[src/rtl/musa_pkg.sv]
// musa_pkg: shared definitions for the EX/MEM boundary.
//   - condition flag codes produced by the alu and held in the flag register
//   - bit positions inside the 4-bit control bundle {reg_write, mem_read, mem_write, mem_to_reg}
//   - state encoding for the EX/MEM pipeline register FSM
package musa_pkg;

    // Condition flag codes
    localparam logic [2:0] FLAG_NONE      = 3'd0;
    localparam logic [2:0] FLAG_EQUAL     = 3'd1;
    localparam logic [2:0] FLAG_EXCEPTION = 3'd2;
    localparam logic [2:0] FLAG_OVERFLOW  = 3'd3;
    localparam logic [2:0] FLAG_UNDERFLOW = 3'd4;
    localparam logic [2:0] FLAG_ABOVE     = 3'd5;

    // Control bundle bit indices
    localparam int CTRL_REG_WRITE  = 3;
    localparam int CTRL_MEM_READ   = 2;
    localparam int CTRL_MEM_WRITE  = 1;
    localparam int CTRL_MEM_TO_REG = 0;

    // EX/MEM register FSM: FLUSH_PEND remembers a flush that arrived while MEM stalled
    typedef enum logic {
        RUN        = 1'b0,
        FLUSH_PEND = 1'b1
    } ex_mem_state_e;

endpackage

[src/rtl/flag_reg.sv]
// flag_reg: architectural condition flag register.
// Ports:
//   clk   - clock, rising edge
//   reset - asynchronous active-low reset, clears q
//   we    - write enable (qualified by the caller)
//   d     - next flag value
//   q     - stored flag value
module flag_reg #(
    parameter int FLAG_W = 3
) (
    input  logic              clk,
    input  logic              reset,
    input  logic              we,
    input  logic [FLAG_W-1:0] d,
    output logic [FLAG_W-1:0] q
);

    logic [FLAG_W-1:0] flag_r;

    // Flag storage: load on qualified write, otherwise hold
    always_ff @(posedge clk or negedge reset) begin
        if (!reset) begin
            flag_r <= {FLAG_W{1'b0}};
        end else if (we) begin
            flag_r <= d;
        end
    end

    assign q = flag_r;

endmodule

[src/rtl/ex_mem_reg.sv]
// ex_mem_reg: EX -> MEM pipeline register.
// Captures result, store data, destination and control from EX with one cycle
// latency, honours MEM back-pressure (mem_stall), turns flushed or wrong-path
// instructions into bubbles, remembers a flush that arrives during a stall
// (FLUSH_PEND), owns the architectural flag register and issues a one-cycle
// branch redirect to fetch.
// Ports:
//   clk, reset (async active-low)
//   ex_*            - instruction fields from EX
//   mem_stall       - MEM busy, hold contents
//   flush           - kill the instruction entering from EX
//   ex_ready        - register accepts this cycle
//   mem_*           - registered fields to MEM (mem_ctrl is 0 whenever mem_valid is 0)
//   flag_q          - flag register, feeds alu BRFL
//   redirect        - one-cycle taken-branch pulse; redirect_pc is its target
// Optional build macro EX_MEM_FWD_EN adds fwd_valid/fwd_dest/fwd_data for
// EX operand bypass from this stage.
module ex_mem_reg
    import musa_pkg::*;
#(
    parameter int DATA_W = 32,
    parameter int REG_AW = 5,
    parameter int FLAG_W = 3
) (
    input  logic              clk,
    input  logic              reset,
    input  logic              ex_valid,
    input  logic [DATA_W-1:0] ex_result,
    input  logic [FLAG_W-1:0] ex_flag,
    input  logic              ex_flag_we,
    input  logic              ex_branch,
    input  logic              ex_is_branch,
    input  logic [DATA_W-1:0] ex_target,
    input  logic [DATA_W-1:0] ex_store_data,
    input  logic [REG_AW-1:0] ex_dest,
    input  logic [3:0]        ex_ctrl,
    input  logic              mem_stall,
    input  logic              flush,
    output logic              ex_ready,
    output logic              mem_valid,
    output logic [DATA_W-1:0] mem_result,
    output logic [DATA_W-1:0] mem_store_data,
    output logic [REG_AW-1:0] mem_dest,
    output logic [3:0]        mem_ctrl,
    output logic [FLAG_W-1:0] flag_q,
    output logic              redirect,
`ifdef EX_MEM_FWD_EN
    output logic [DATA_W-1:0] redirect_pc,
    output logic              fwd_valid,
    output logic [REG_AW-1:0] fwd_dest,
    output logic [DATA_W-1:0] fwd_data
`else
    output logic [DATA_W-1:0] redirect_pc
`endif
);

    ex_mem_state_e     state_r;
    ex_mem_state_e     state_nxt_s;
    logic              kill_r;
    logic              accept_s;
    logic              bubble_s;
    logic              take_s;
    logic              br_take_s;
    logic              flag_we_s;

    logic              mem_valid_r;
    logic [DATA_W-1:0] mem_result_r;
    logic [DATA_W-1:0] mem_store_data_r;
    logic [REG_AW-1:0] mem_dest_r;
    logic [3:0]        mem_ctrl_r;
    logic              redirect_r;
    logic [DATA_W-1:0] redirect_pc_r;

    assign accept_s = ~mem_stall;

    // Accept qualification and FSM next state
    always_comb begin
        state_nxt_s = state_r;
        // A pending flush, a fresh flush or the wrong-path slot after a redirect
        // all enter MEM as a bubble.
        bubble_s    = (state_r == FLUSH_PEND) | flush | kill_r;
        take_s      = accept_s & ~bubble_s & ex_valid;
        br_take_s   = take_s & ex_is_branch & ex_branch;
        flag_we_s   = take_s & ex_flag_we;
        case (state_r)
            RUN: begin
                if (mem_stall && flush) begin
                    state_nxt_s = FLUSH_PEND;
                end else begin
                    state_nxt_s = RUN;
                end
            end
            FLUSH_PEND: begin
                if (!mem_stall) begin
                    state_nxt_s = RUN;
                end else begin
                    state_nxt_s = FLUSH_PEND;
                end
            end
            default: begin
                state_nxt_s = RUN;
            end
        endcase
    end

    // FSM state register
    always_ff @(posedge clk or negedge reset) begin
        if (!reset) begin
            state_r <= RUN;
        end else begin
            state_r <= state_nxt_s;
        end
    end

    // Pipeline payload: load, bubble (data held) or hold under stall
    always_ff @(posedge clk or negedge reset) begin
        if (!reset) begin
            mem_valid_r      <= 1'b0;
            mem_result_r     <= {DATA_W{1'b0}};
            mem_store_data_r <= {DATA_W{1'b0}};
            mem_dest_r       <= {REG_AW{1'b0}};
            mem_ctrl_r       <= 4'b0000;
        end else if (accept_s) begin
            if (bubble_s) begin
                mem_valid_r <= 1'b0;
                mem_ctrl_r  <= 4'b0000;
            end else begin
                mem_valid_r      <= ex_valid;
                mem_result_r     <= ex_result;
                mem_store_data_r <= ex_store_data;
                mem_dest_r       <= ex_dest;
                mem_ctrl_r       <= ex_valid ? ex_ctrl : 4'b0000;
            end
        end
    end

    // Redirect pulse and wrong-path kill; redirect drops on the next cycle even
    // under stall because only an accepted branch can raise it.
    always_ff @(posedge clk or negedge reset) begin
        if (!reset) begin
            redirect_r    <= 1'b0;
            redirect_pc_r <= {DATA_W{1'b0}};
            kill_r        <= 1'b0;
        end else begin
            redirect_r <= br_take_s;
            if (br_take_s) begin
                redirect_pc_r <= ex_target;
                kill_r        <= 1'b1;
            end else if (accept_s) begin
                kill_r <= 1'b0;
            end
        end
    end

    flag_reg #(
        .FLAG_W(FLAG_W)
    ) u_flag_reg (
        .clk  (clk),
        .reset(reset),
        .we   (flag_we_s),
        .d    (ex_flag),
        .q    (flag_q)
    );

    assign ex_ready       = accept_s;
    assign mem_valid      = mem_valid_r;
    assign mem_result     = mem_result_r;
    assign mem_store_data = mem_store_data_r;
    assign mem_dest       = mem_dest_r;
    assign mem_ctrl       = mem_ctrl_r;
    assign redirect       = redirect_r;
    assign redirect_pc    = redirect_pc_r;

`ifdef EX_MEM_FWD_EN
    // Loads are excluded: their data is not available until MEM completes
    assign fwd_valid = mem_valid_r & mem_ctrl_r[CTRL_REG_WRITE] & ~mem_ctrl_r[CTRL_MEM_READ]
                     & (mem_dest_r != {REG_AW{1'b0}});
    assign fwd_dest  = mem_dest_r;
    assign fwd_data  = mem_result_r;
`endif

endmodule

[config.mk]
export PLATFORM = sky130hd
export DESIGN_NAME = ex_mem_reg
export DESIGN_NICKNAME = d
export VERILOG_FILES = /design/src/rtl/musa_pkg.sv /design/src/rtl/flag_reg.sv /design/src/rtl/ex_mem_reg.sv
export SDC_FILE = /design/constraint.sdc
export NUM_CORES = 1
export LEC_CHECK = 0
export ABC_AREA = 1
export BUFFER_PORTS_ARGS = -buffer_cell sky130_fd_sc_hd__clkbuf_2
export CAP_MARGIN = 30
export CORE_MARGIN = 1
export CORE_UTILIZATION = 35
export CTS_CLUSTER_DIAMETER = 150
export DETAILED_ROUTE_END_ITERATION = 10
export HOLD_SLACK_MARGIN = 0.12
export SYNTH_ARGS = -nofsm -noshare
export SYNTH_HDL_FRONTEND = slang
export SYNTH_HIERARCHICAL = 1
export SYNTH_SLANG_ARGS = --single-unit
[constraint.sdc]
create_clock -name clk -period 3.1 [get_ports clk]
set_clock_uncertainty 0.1 [all_clocks]
set_input_delay 0.62 -clock clk [delete_from_list [all_inputs] [get_ports clk]]
set_output_delay 0.62 -clock clk [all_outputs]
set_load 0.05 [all_outputs]
==> qor.yml <==
grt_pass1_vias: 3973
worstSetupPathType: "in2out"
grt_max_degree: 70
rsz0062_at_grt: "no"
drive_above_1_share: 0.3584
worst_ep_arrival_time_ps: 1250
status: "finished clean"
netlist_area_um2: 4402
total_power_uw: 4681
drc_errors: 0
clock_sinks: 112
route.vias.total: 3997
cts_tree: "yes"
wl_per_cell_um: 13.37
final_common_cell: "nand2_1"
min_period_ps: 1969
fp.dieArea_um2: 13030
wl_um: 11680
clock.fmax_mhz: 507.9
relSlewSlack: 0.5043
final_cell_mix: "nand2_1, clkbuf_2, dfrtp_1"
io_pins: 227
drt_iter0_markers: 224
synthArstFlopShare: 1.000
cp.required_ps: 2380
final-setup-viol-count: 0
ant_nets: 0
power.density_nw_per_um2: 781.1
cts_setup_buffers: 0
hp-class: "in2reg"
diodes: 0
worstPathMaxFanout: 8
leakage_uw: 0.003559
root_buffer: "clkbuf_16"
timing.final.max_slew_violations: 0
synth_warnings: 6
clk_pin_slew_ps: 70
cap_violations: 0
syn-num-nets: 602
place.gp.congestion: 0.7387
worstSkewPairLatency_ps: 340
finalHoldViolations: 0
die_h_um: 114.1
critPathCaptureType: "primary output"
nets: 817
ys_ff_latch: 112
finish.utilization: 0.4948
start_util: 0.3634
numPortBuffers: 226
avgSynthCellArea_um2: 9.057
synth_edf_count: 0
htreeDepth: 3
first_pass_iters: 5
grt_antenna_before_repair: 0
gr-total-overflow: 0
grt_pass1_wl_um: 19000
syn_to_final_growth_pct: 36.16
dp_hpwl_um: 8211
synthFlopType: "dfrtp_1"
ctsLongestPathBuffers: 2
cts_made_buffers: 9
grt_use_total: 0.1862
fin_crit_sh: 0.6352
core_um2: 12110
ys_seq_area_frac: 0.6367
startpoint_type: "input port"
synth_cells: 486
synthDistinctLibCells: 15
finalSetupTns_ps: 0
die_w_um: 114.1
core.rowCount: 40
ir_worst_vdd_uv: 343.4
viasPerCell: 4.573
tightestPinTransition_ps: 743.6
[per-layer routing]
metal	vias to the layer above	wire length, um	GRT usage
li1	1975	-	-
met1	1839	4902	0.2176
met2	166	5450	0.3046
met3	17	1101	0.07094
met4	0	228	0.08312
met5	-	0	0
[path summary, 6_finish.rpt]
kind / from / to / slack, ps / cells past startpoint
worst min register to register: redirect_pc[27] / redirect_pc[27] / 370 / 2
worst min-delay path: ex_ctrl[1] / mem_ctrl[1] / 360 / 3
min in group asynchronous: reset / redirect_pc[9] / 630 / 2
worst max-delay path: mem_stall / ex_ready / 1130 / 3
worst max register to register: state_r / mem_store_data[19] / 1320 / 4
max in group asynchronous: reset / mem_store_data[14] / 1540 / 3
[worst max-delay path, stage by stage]
cell	delay (ps)
clkbuf_2	210
inv_1	120
clkbuf_2	300
[logic make-up after synthesis]
kind of cell | after synthesis | synth area share
DFF | 112 | 0.6367
and+or+nand+nor | 336 | 0.3255
buffers and inverters | 38 | 0.03780
[synthesized netlist by cell type, types with 2 or more instances]
master	count	area [um^2]
clkbuf_1	15	56.30
buf_2	7	35.03
inv_1	5	18.77
nor2_8	2	40.04
nand2_1	228	855.8
dfrtp_1	112	2803
buf_1	5	18.77
buf_4	4	30.03
nor2_1	2	7.510
nand3_1	101	505.5
[final cells by class]
class	count	area, um^2
clock buffer	13	260.3
clock inverter	3	40.04
inverter	7	26.28
timing repair buffer	235	1216
multi-input combinational	336	1438
fill	1208	6118
tap	168	210.2
sequential	112	2803
[state kept, by name, summed over array words and instances (netlist names)]
| register | cells |
|---|---|
| kill_r | 1 |
| mem_ctrl | 4 |
| state_r | 1 |
| mem_result | 32 |
| redirect | 1 |
| mem_store_data | 32 |
| redirect_pc | 32 |
| u_flag_reg/q | 3 |
| mem_valid | 1 |
| mem_dest | 5 |
[metrics by stage]
| stage | setup slack (ps) | std cells | area, um^2 | hold WS [ps] |
|---|---|---|---|---|
| 6_report | 1131 | 874 | 5993 | 362.6 |
| 5_1_grt | 1087 | 874 | 5993 | 364.2 |
| 4_1_cts | 1115 | 874 | 5993 | 350.0 |
| 3_5_place_dp | 980.4 | 857 | 5683 | 357.3 |
| 3_3_place_gp | 996.2 | 857 | 5683 | 352.5 |
| 2_1_floorplan | 1278 | 486 | 4402 | 224.4 |
[power breakdown]
| group | leakage, uW | total (uW) | switching (uW) | internal [uW] |
|---|---|---|---|---|
| clock | 0.000150 | 1170 | 504 | 669 |
| sequential | 0.00141 | 1870 | 149 | 1720 |
| combinational | 0.00200 | 1640 | 1300 | 337 |
| total | 0.00356 | 4680 | 1950 | 2730 |
[what timing repair did]
action	4_1_cts	5_1_grt
endpoints found under the hold margin	25	0
gates resized for setup	0	0
hold buffers	1	0
Power figures use the tool's default switching activity.
